### config.mk
export PLATFORM = sky130hd
export DESIGN_NAME = addsub_rr_scheduler
export DESIGN_NICKNAME = d
export VERILOG_FILES = /design/src/rtl/addsub_rr_scheduler.sv
export SDC_FILE = /design/constraint.sdc
export NUM_CORES = 1
export LEC_CHECK = 0
export ABC_AREA = 1
export BUFFER_PORTS_ARGS = -buffer_cell sky130_fd_sc_hd__buf_4
export CORE_UTILIZATION = 45
export CTS_CLUSTER_SIZE = 30
export DETAILED_ROUTE_END_ITERATION = 12
export PLACE_DENSITY = 0.79
export REMOVE_ABC_BUFFERS = 1
export SYNTH_ARGS = -nofsm -noshare
export SYNTH_HDL_FRONTEND = slang
export SYNTH_SLANG_ARGS = --single-unit
### constraint.sdc
create_clock -name clk -period 3.9 [get_ports clk]
set_input_delay 0.78 -clock clk [delete_from_list [all_inputs] [get_ports clk]]
set_output_delay 0.78 -clock clk [all_outputs]
set_load 0.02 [all_outputs]
### src/rtl/addsub_rr_scheduler.sv
`default_nettype none
// ============================================================================
// Module   : addsub_rr_scheduler (with helper double_addsub)
// Brief    : Round-robin scheduler sharing one signed add/sub unit between
//            NREQ requesters, with a one-entry registered result stage.
// Revision : 1.0 - initial release
// ============================================================================

module double_addsub #(
    parameter int WIDTH = 16
) (
    input  logic [WIDTH-1:0] a,
    input  logic [WIDTH-1:0] b,
    input  logic             neg_a,
    input  logic             neg_b,
    output logic [WIDTH-1:0] o
);
    logic [WIDTH-1:0] w_a;
    logic [WIDTH-1:0] w_b;

    assign w_a = neg_a ? (~a + 1'b1) : a;
    assign w_b = neg_b ? (~b + 1'b1) : b;
    assign o   = w_a + w_b;
endmodule

module addsub_rr_scheduler #(
    parameter int WIDTH = 16,
    parameter int NREQ  = 4,
    localparam int c_ID_W = (NREQ > 1) ? $clog2(NREQ) : 1
) (
    input  logic                  clk,
    input  logic                  rst_n,
    input  logic [NREQ-1:0]       req_valid,
    output logic [NREQ-1:0]       req_ready,
    input  logic [NREQ*WIDTH-1:0] req_a,
    input  logic [NREQ*WIDTH-1:0] req_b,
    input  logic [NREQ-1:0]       req_neg_a,
    input  logic [NREQ-1:0]       req_neg_b,
    output logic                  out_valid,
    input  logic                  out_ready,
    output logic [WIDTH-1:0]      out_o,
    output logic [c_ID_W-1:0]     out_id
);
    typedef enum logic [0:0] {
        EMPTY = 1'b0,
        FULL  = 1'b1
    } state_t;

    state_t              r_state;
    logic [c_ID_W-1:0]   r_ptr;
    logic [WIDTH-1:0]    r_out_o;
    logic [c_ID_W-1:0]   r_out_id;

    logic                w_accept;
    logic                w_grant_found;
    logic [c_ID_W-1:0]   w_grant_idx;
    logic [c_ID_W:0]     w_sum;
    logic                w_xfer;
    logic [WIDTH-1:0]    w_sel_a;
    logic [WIDTH-1:0]    w_sel_b;
    logic                w_sel_neg_a;
    logic                w_sel_neg_b;
    logic [WIDTH-1:0]    w_result;
    logic [c_ID_W-1:0]   w_ptr_next;

    assign w_accept = (r_state == EMPTY) | out_ready;

    // Scan upward from r_ptr, wrapping; the first asserted request wins.
    always_comb begin
        w_grant_found = 1'b0;
        w_grant_idx   = '0;
        w_sum         = '0;
        for (int k = 0; k < NREQ; k++) begin
            w_sum = {1'b0, r_ptr} + (c_ID_W+1)'(k);
            if (w_sum >= (c_ID_W+1)'(NREQ)) begin
                w_sum = w_sum - (c_ID_W+1)'(NREQ);
            end
            if (!w_grant_found && req_valid[w_sum[c_ID_W-1:0]]) begin
                w_grant_found = 1'b1;
                w_grant_idx   = w_sum[c_ID_W-1:0];
            end
        end
    end

    assign w_xfer    = w_accept & w_grant_found;
    assign req_ready = w_xfer ? (NREQ'(1) << w_grant_idx) : '0;

    assign w_sel_a     = req_a[int'(w_grant_idx)*WIDTH +: WIDTH];
    assign w_sel_b     = req_b[int'(w_grant_idx)*WIDTH +: WIDTH];
    assign w_sel_neg_a = req_neg_a[w_grant_idx];
    assign w_sel_neg_b = req_neg_b[w_grant_idx];

    assign w_ptr_next = (w_grant_idx == c_ID_W'(NREQ-1)) ? '0 : (w_grant_idx + 1'b1);

    double_addsub #(
        .WIDTH (WIDTH)
    ) u_addsub (
        .a     (w_sel_a),
        .b     (w_sel_b),
        .neg_a (w_sel_neg_a),
        .neg_b (w_sel_neg_b),
        .o     (w_result)
    );

    // A transfer always refills the stage, even when the old result leaves.
    always_ff @(posedge clk or negedge rst_n) begin
        if (!rst_n) begin
            r_state  <= EMPTY;
            r_ptr    <= '0;
            r_out_o  <= '0;
            r_out_id <= '0;
        end else begin
            if (w_xfer) begin
                r_state  <= FULL;
                r_out_o  <= w_result;
                r_out_id <= w_grant_idx;
                r_ptr    <= w_ptr_next;
            end else if (out_ready) begin
                r_state  <= EMPTY;
            end
        end
    end

    assign out_valid = (r_state == FULL);
    assign out_o     = r_out_o;
    assign out_id    = r_out_id;
endmodule

`default_nettype wire

=== After elaboration in Yosys (flattened, before gate mapping) ===
Cells that the tools add are included.

* Register bits after elaboration: 21
* Bits of input ports: 143
* Logic and storage cells: 70

* $add $sub $neg: 11
* $lt $le $gt $ge: 9
* Eq/ne operators: 1
* Shift-type cells: 3
* Mux-type cells: 30
* Bitwise operators: 5
* Reductions and logical operators: 7

{| class="wikitable"
|+ Operators by type and width
! cell !! number
|-
| $shiftx A64 B7 Y16 || 2
|-
| $add A16 B1 Y16 const B || 2
|-
| $mux W16 || 2
|-
| $not A16 Y16 || 2
|-
| $mux W2 || 9
|-
| $add A16 B16 Y16 || 1
|-
| $lt A2 B3 Y1 const B || 5
|-
| $bmux W1 S2 || 6
|-
| $mux W1 || 12
|-
| $ge A3 B3 Y1 const B || 3
|-
| $sub A2 B1 Y2 const B || 4
|-
| $add A2 B2 Y3 const B || 2
|-
| $mux W4 || 1
|-
| $shl A1 B2 Y4 const A || 1
|-
| $add A2 B1 Y3 const B || 1
|-
| $ge A2 B3 Y1 const B || 1
|-
| $logic_and A1 B1 Y1 || 3
|-
| $logic_not A1 Y1 || 3
|-
| $add A2 B1 Y2 const B || 1
|-
| $eq A2 B2 Y1 const B || 1
|-
| $reduce_bool A2 Y1 || 1
|-
| $and A1 B1 Y1 || 1
|-
| $not A1 Y1 || 1
|-
| $or A1 B1 Y1 || 1
|}

=== Logic depth before layout (Yosys ltp) ===
Gate-level depths: netlist of the first run.

* Word-level depth: 19
* Mapped depth: 37

=== By module ===
A second synthesis of the first run with hierarchy kept.

* Cell total of the unflattened synthesis: 748
* Area total of the unflattened synthesis: 4200.3 µm²

{| class="wikitable"
|+ Modules (own cells, without submodules)
! module !! instances !! cells an instance !! area each (µm²) !! sequential area each (µm²)
|-
| addsub_rr_scheduler || 1 || 497 || 2617.5 || 525.5
|-
| double_addsub || 1 || 251 || 1582.8 || 0.0
|}

=== Worst setup path before layout of the first run ===
Ideal clock, no wire load.

* Kind: in2reg
* From: input port req_valid[3]
* To: register r_out_o[14], in the netlist out_o[14]
* Arrival: 4.383 ns
* Data required time: 3.766 ns
* Path slack: -0.617 ns
* Stages: 35
* Path through: inv_1 -> nand2_1 -> nand3_1 -> nand2_2 -> inv_1 -> nand2_1 -> nand2_1 -> nand3_4 -> buf_8 -> buf_6 -> o21ai_0 -> nand2_1 -> nand2_1 -> inv_1 -> ha_1 -> and2_1 -> a21oi_1 -> xor2_1 -> inv_1 -> ha_1 -> nand2_1 -> inv_1 -> a21oi_1 -> nor2_1 -> o21ai_0 -> nand2_1 -> nand2_1 -> nand2_1 -> a21oi_1 -> o21ai_0 -> nand2_1 -> nand2_1 -> a21oi_1 -> xor2_1 -> o21ai_0

* Word-level cells in the longest chain between the ends: 17
* Elaborated cells on any way between the ends: 36
* Classes of those cells: 3 x add/sub; 2 x shift; 22 x mux; 3 x bitwise; 6 x reduce/logical

{| class="wikitable"
|+ Ends and longest elaborated chain
! element !! RTL line !! text
|-
| from (decl) || 33 || <nowiki>input logic [NREQ-1:0] req_valid,</nowiki>
|-
| $bmux W1 S2 || 78 || <nowiki>if (!w_grant_found && req_valid[w_sum[c_ID_W-1:0]]) begin</nowiki>
|-
| $mux W1 (not written as such) || 78 ||
|-
| $mux W1 || 78 ||
|-
| $logic_not A1 Y1 || 78 ||
|-
| $logic_and A1 B1 Y1 || 78 ||
|-
| $mux W1 || 78 ||
|-
| $logic_not A1 Y1 || 78 ||
|-
| $logic_and A1 B1 Y1 || 78 ||
|-
| $mux W1 || 78 ||
|-
| $logic_not A1 Y1 || 78 ||
|-
| $logic_and A1 B1 Y1 || 78 ||
|-
| $mux W2 || 78 ||
|-
| $shiftx A64 B7 Y16, on equally long branches || 88, 89 ||
|-
| $not A16 Y16, on equally long branches || 21, 22 ||
|-
| $add A16 B1 Y16, on equally long branches || 21, 22 ||
|-
| $mux W16, on equally long branches || 21, 22 ||
|-
| $add A16 B16 Y16 || 23 || <nowiki>assign o = w_a + w_b;</nowiki>
|-
| to (signal assigned) || 115 || <nowiki>r_out_o <= w_result;</nowiki>
|-
| to (decl) || 51 || <nowiki>logic [WIDTH-1:0] r_out_o;</nowiki>
|}

Parallel ways exist; a longest one is shown, timed or not. The select of a mux whose other input is x is not followed.
A chain may end at the register's enable or synchronous reset.

=== Final worst setup path of the first run ===
* From: register r_ptr[0]
* To: register r_out_o[15], in the netlist out_o[15]

* Word-level cells in the longest chain between the ends: 19
* Elaborated cells on any way between the ends: 51
* Classes of those cells: 10 x add/sub; 4 x order compare; 2 x shift; 26 x mux; 3 x bitwise; 6 x reduce/logical

{| class="wikitable"
|+ Ends and longest elaborated chain
! element !! RTL line !! text
|-
| from (decl) || 50 || <nowiki>logic [c_ID_W-1:0] r_ptr;</nowiki>
|-
| from (signal assigned) || 117 || <nowiki>r_ptr <= w_ptr_next;</nowiki>
|-
| branches (longest 19 deep; another with $add A2 B1 Y3) || - ||
|}

Parallel ways; which one is timed is not known. The select of a mux whose other input is x is not followed.

==> summary.md, run 1 <==
| Metric | Value |
|---|---|
| Overall die width | `94.48 um` |
| Worst EP required | `4100 ps` |
| Dominant register cell in the synthesized netlist | `sky130_fd_sc_hd__dfrtp_1` |
| Total count of hold-check failures in the final report | `0` |
| Run status | `complete, but fails checks` |
| Biggest area consumer among synthesized cells | `sky130_fd_sc_hd__nand2_1` |
| Area of the die | `8926 um2` |
| Post-route fraction of the period consumed by the critical path | `1.254` |
| Violations in the final reports | `setup timing` |
| FFs w/ async S/R, synth | `1.000` |
| Tot GR Track Use | `0.3722` |
| Post-layout net count | `1138` |
| # DRC | `0` |
| Worst hold slack after final layout | `363.8 ps` |
| Crit path DAT | `5090 ps` |
| Ratio of cells with drive above 1 in the final layout | `0.5195` |
| I/O Pins | `166` |
| Post-synthesis instance area | `3849 um2` |
| Clock latency on the worst-skew pair | `280 ps` |
| Post-synthesis sequential element count | `21` |
| Portion of the post-synthesis area used by sequential elements | `0.1365` |
| Deepest level of the CTS H-tree | `1` |
| Clock tree buffer depth | `2` |
| Effective utilization at floorplan | `0.4661` |
| Worst-path cell with the longest stage delay | `sky130_fd_sc_hd__dfrtp_2` |
| Total clock buffers created by CTS | `3` |
| Row count | `33` |
| Filler instances | `384` |
| Max-Slew Margin vs Limit | `0.7187` |
| Top achievable clock speed | `204.4 MHz` |
| Antenna diode count | `0` |
| Number of nets with antenna violations after detailed routing | `0` |
| Sort of element at the end of the critical path | `flip-flop` |
| Number of max-cap violations | `0` |
| Largest delay share family, worst path | `simple AND/OR/NAND/NOR gates` |
| Routed length per placed instance | `20.24 um` |
| CTS tree | `yes` |
| Peak fanout along the critical path | `7` |
| Type of element launching the critical path | `flip-flop` |
| Core Area | `8258 um2` |
| Vias per cell | `6.104` |
| Min-delay worst type | `input port to async pin` |
| Share of Yosys cell area claimed by the top area cell type | `0.2438` |
| Highest cell delay on the worst timing path | `500 ps` |
| Detailed-route via count | `6574` |
| HPWL reported at the end of detailed placement | `10.33 mm` |
| Avg Inst Size Synth | `5.702 um2` |
| Syn. warnings | `0` |
| First-pass detailed-route iteration total | `7` |
| Final setup violation count | `12` |
| Num Clock Sinks | `21` |
| Clock skew after layout | `18.72 ps` |
| Buffering stage count on the worst path with inverters included | `7` |
| Number of distinct standard cells referenced by the synthesized netlist | `40` |
| Post-layout minimum cycle time | `4892 ps` |
| Slack of the critical path | `-991.9 ps` |
| Routed WL | `21.80 mm` |
| Number of antenna violations at the first check in global routing | `0` |
| Post-CTS clock slew at the launch and capture registers of the worst setup and hold paths | `100 ps` |
| IO Port Bufs | `165` |
| Cell repeated most along the worst path | `sky130_fd_sc_hd__nand3_4` |
| Sum of overflow across all layers after global routing | `0` |
| Largest cells by area after synthesis | `sky130_fd_sc_hd__nand2_1 24%, sky130_fd_sc_hd__dfrtp_1 14%, sky130_fd_sc_hd__nand3_1 12%` |
| Via count of the first global-routing pass | `5790` |
| Cell at the root of the clock tree | `sky130_fd_sc_hd__clkbuf_8` |
| Pin count of the biggest net entering global routing | `30` |
| Fin. max-slew vios | `0` |
| Kind of critical path | `flip-flop to flip-flop` |
| Count of routing violations after the opening detailed-route iteration | `648` |
| Global-route wire length before repair | `26.45 mm` |
| Fraction of the core area covered by cells at the end of the flow | `0.8886` |
| Setup repair after global routing missed its margin | `yes` |
| Layout overhead on the synthesized area | `90.67%` |
| Transition at the pin with the smallest max-transition slack | `417.6 ps` |
| Most used standard cells in the synthesized netlist | `250 x sky130_fd_sc_hd__nand2_1, 91 x sky130_fd_sc_hd__nand3_1, 75 x sky130_fd_sc_hd__inv_1` |
| Die Y-Extent | `94.48 um` |
| Count leader, synth | `sky130_fd_sc_hd__nand2_1` |
| Weighted congestion reported at the end of routability-driven placement | `0.9364` |
| Synthesized netlist cell count | `675` |
| Number of enable flip-flop cells after synthesis | `0` |
## kinds of logic after synthesis
logic type | synth area share
XOR/XNOR | 0.07965
buffers and inverters | 0.1346
AO/OA/AOI/OAI | 0.1011
flip-flops | 0.1365
adder cells (fa/ha/maj) | 0.07347
AND/OR/NAND/NOR | 0.4746
## cell usage in the layout (no fill, tap or decap), types with 19 or more instances in the layout
master,Yosys,final
sky130_fd_sc_hd__nand3_1,91,67
sky130_fd_sc_hd__nand2_4,0,21
sky130_fd_sc_hd__o21ai_0,31,19
sky130_fd_sc_hd__inv_1,75,64
sky130_fd_sc_hd__buf_4,5,280
sky130_fd_sc_hd__nand2_2,10,52
sky130_fd_sc_hd__nand2_1,250,187
sky130_fd_sc_hd__nand3_2,3,19
sky130_fd_sc_hd__buf_6,7,32
sky130_fd_sc_hd__nor2_1,36,28
sky130_fd_sc_hd__dfrtp_1,21,20
## path summary, 6_finish.rpt
path	startpoint	endpoint	slack, ps	cells past startpoint
max in group asynchronous	rst_n	out_o[11]	3290	1
hold reg to reg	out_o[10]	out_o[10]	490	2
setup / recovery	r_ptr[0]	out_o[15]	-990	31
setup reg to reg	r_ptr[0]	out_o[15]	-990	31
min in group clk	out_o[10]	out_o[10]	490	2
hold / removal	rst_n	out_o[1]	360	1
## metrics by stage
stage | worst slack, ps | cell area, um2 | instances | TNS [ps]
6_report | -991.9 | 7338 | 1077 | -7839
2_1_floorplan | -1390 | 3642 | 645 | -11040
3_3_place_gp | -708.9 | 5838 | 1020 | -4720
4_1_cts | -351.8 | 6858 | 1073 | -2446
5_1_grt | -1271 | 7338 | 1077 | -10400
3_5_place_dp | -967.8 | 5838 | 1020 | -7343
## timing repair
action | in CTS | in global routing
setup buffers | 45 | 16
endpoints found under the setup margin | 9 | 12
gates resized for setup | 142 | 110
pin swaps | 65 | 95
gates cloned | 4 | 0
hold endpoints to repair | 0 | 0
hold buffers | 0 | 0
## cell type report
type / instances / area [um2] / area share
timing repair buffer: 321 / 2645 / 0.3604
timing repair inverter: 1 / 7.507 / 0.001023
sequential: 21 / 526.8 / 0.07178
multi-input combinational: 542 / 3650 / 0.4974
clock inverter: 1 / 5.005 / 0.0006820
inverter: 83 / 331.6 / 0.04518
clock buffer: 3 / 41.29 / 0.005627
tap: 105 / 131.4 / 0.01790
## per-layer routing
| layer | track usage | vias to the layer above | wire (um) |
|---|---|---|---|
| met1 | 0.4088 | 2939 | 7266 |
| met3 | 0.05475 | 261 | 2107 |
| met5 | 0 | - | 0 |
| met2 | 0.6679 | 637 | 10170 |
| met4 | 0.2348 | 0 | 2259 |
| li1 | - | 2737 | - |
## worst reg2reg max path: cells and delay by family (launching register included)
kind / cells / cell delay [ps]
buffers and inverters: 7 / 780
and+or+nand+nor: 18 / 2180
AOI/OAI and AO/OA: 3 / 720
adders and majority gates: 2 / 470
DFF: 1 / 500
xor gates and xnor gates: 1 / 160
## flip-flops by register name, summed over array words and instances (netlist names)
| name | flops |
|---|---|
| out_id | 2 |
| r_ptr | 2 |
| out_valid | 1 |
| out_o | 16 |
Power of run 1 is not shown: default switching activity piles up to over one toggle a cycle in this logic, so the estimate is an artifact.
==> run 2, diff against run 1 <==
--- a/config.mk
+++ b/config.mk
@@ -12,6 +12,7 @@
 export DETAILED_ROUTE_END_ITERATION = 12
 export PLACE_DENSITY = 0.79
 export REMOVE_ABC_BUFFERS = 1
+export SKIP_LAST_GASP = 1
 export SYNTH_ARGS = -nofsm -noshare
 export SYNTH_HDL_FRONTEND = slang
 export SYNTH_SLANG_ARGS = --single-unit
==> run 2 against run 1 <==
Net effect: the run still ends with setup timing left; global-route usage rose by 0.96 points; sequential cell count is the same; highest routed layer is now met5; die area unchanged; critical path depth rose by 1.
==> summary.md, run 2 (synthesis results as in run 1) <==
| Metric | Value |
|---|---|
| Tot GR Track Use | `0.3818` |
| Overall die width | `94.48 um` |
| Clock tree buffer depth | `2` |
| Layout overhead on the synthesized area | `88.26%` |
| Effective utilization at floorplan | `0.4661` |
| Post-layout minimum cycle time | `5307 ps` |
| Total clock buffers created by CTS | `3` |
| Fin. max-slew vios | `0` |
| Count of routing violations after the opening detailed-route iteration | `745` |
| Crit path DAT | `5470 ps` |
| Via count of the first global-routing pass | `5781` |
| Buffering stage count on the worst path with inverters included | `9` |
| Sort of element at the end of the critical path | `flip-flop` |
| Type of element launching the critical path | `flip-flop` |
| Number of antenna violations at the first check in global routing | `2` |
| Post-route fraction of the period consumed by the critical path | `1.361` |
| Fraction of the core area covered by cells at the end of the flow | `0.8774` |
| # hold bufs at CTS | `0` |
| Total non-filler cell area in the finished layout | `7246 um2` |
| Deepest level of the CTS H-tree | `1` |
| Post-CTS clock slew at the launch and capture registers of the worst setup and hold paths | `90 ps` |
| Num Clock Sinks | `21` |
| Routed WL | `21.82 mm` |
| Weighted congestion reported at the end of routability-driven placement | `0.9364` |
| I/O Pins | `166` |
| CTS tree | `yes` |
| Kind of critical path | `flip-flop to flip-flop` |
| Ratio of cells with drive above 1 in the final layout | `0.5010` |
| Total count of hold-check failures in the final report | `0` |
| Setup repair after global routing missed its margin | `yes` |
| Vias per cell | `5.996` |
| Max-Slew Margin vs Limit | `0.4311` |
| Transition at the pin with the smallest max-transition slack | `844.5 ps` |
| Top achievable clock speed | `188.4 MHz` |
| Global-route wire length before repair | `26.92 mm` |
| Clock skew after layout | `10.01 ps` |
| Largest delay share family, worst path | `simple AND/OR/NAND/NOR gates` |
| Routed length per placed instance | `19.98 um` |
| Area of the die | `8926 um2` |
| Pin count of the biggest net entering global routing | `30` |
| Worst EP required | `4060 ps` |
| # DRC | `0` |
| Run status | `complete, but fails checks` |
| Die Y-Extent | `94.48 um` |
| Highest-count cells in the layout ignoring fill and taps | `310 x sky130_fd_sc_hd__buf_4, 200 x sky130_fd_sc_hd__nand2_1, 68 x sky130_fd_sc_hd__nand3_1, 63 x sky130_fd_sc_hd__inv_1, 39 x sky130_fd_sc_hd__nand2_2` |
| Core Area | `8258 um2` |
| Detailed-route via count | `6548` |
| Clock latency on the worst-skew pair | `280 ps` |
| Violations in the final reports | `setup timing` |
| Peak fanout along the critical path | `6` |
| Placement Cell Area | `5838 um2` |
| Filler instances | `406` |
| Min-delay worst type | `input port to async pin` |
| Area taken by multi-input logic gates | `3493 um2` |
| Most common library cell in the layout ignoring fill and taps | `sky130_fd_sc_hd__buf_4` |
| Area of all sequential standard cells | `526.8 um2` |
| Row count | `33` |
| HPWL reported at the end of detailed placement | `10.33 mm` |
| Sum of overflow across all layers after global routing | `0` |
| Number of nets with antenna violations after detailed routing | `0` |
| Cell at the root of the clock tree | `sky130_fd_sc_hd__clkbuf_8` |
| First-pass detailed-route iteration total | `9` |
| Highest cell delay on the worst timing path | `490 ps` |
| Post-layout net count | `1152` |
| Number of max-cap violations | `0` |
| Slack of the critical path | `-1407 ps` |
| Worst-path cell with the longest stage delay | `sky130_fd_sc_hd__dfrtp_2` |
| Final setup violation count | `13` |
| Final total negative setup slack | `-13780 ps` |
| IO Port Bufs | `165` |
| Largest register FFs | `16` |
| Cell repeated most along the worst path | `sky130_fd_sc_hd__buf_4` |
-- run 2: final timing paths --
check	slack (ps)	startpoint	to	cells after the start
max	-1410	r_ptr[0]	out_o[15]	32
min	360	rst_n	out_o[1]	1
max reg2reg	-1410	r_ptr[0]	out_o[15]	32
min reg2reg	490	out_o[13]	out_o[13]	2
max in group asynchronous	3310	rst_n	r_ptr[0]	1
min in group clk	490	out_o[13]	out_o[13]	2
-- run 2: layout make-up --
| class | instances | share of cell area |
|---|---|---|
| inverter | 83 | 0.04576 |
| antenna | 1 | 0.0003454 |
| tap | 105 | 0.01813 |
| timing repair buffer | 335 | 0.3735 |
| clock buffer | 3 | 0.005698 |
| clock inverter | 1 | 0.0006907 |
| sequential | 21 | 0.07270 |
| timing repair inverter | 1 | 0.001036 |
| multi-input combinational | 542 | 0.4821 |
-- run 2: metrics by stage --
step	hold WS, ps	std cells	worst slack, ps
finish	358.9	1092	-1407
global route	386.8	1092	-1905
CTS	390.8	1073	-351.8
detailed placement	474.4	1020	-967.8
global placement	466.7	1020	-708.9
floorplan	484.4	645	-1390
-- run 2: timing repair --
item | 4_1_cts | 5_1_grt
setup buffers | 45 | 18
endpoints found under the setup margin | 9 | 12
gates cloned | 4 | 0
pin swaps | 65 | 37
resized for setup | 141 | 63
-- run 2: routing by layer --
metal / vias up / wire length, um / GRT usage
met3: 233 / 2332 / 0.06924
li1: 2776 / - / -
met1: 2928 / 7226 / 0.4165
met5: - / 16 / 0
met2: 609 / 10200 / 0.6793
met4: 2 / 2044 / 0.2399
Power of run 2 is left out for the same reason.
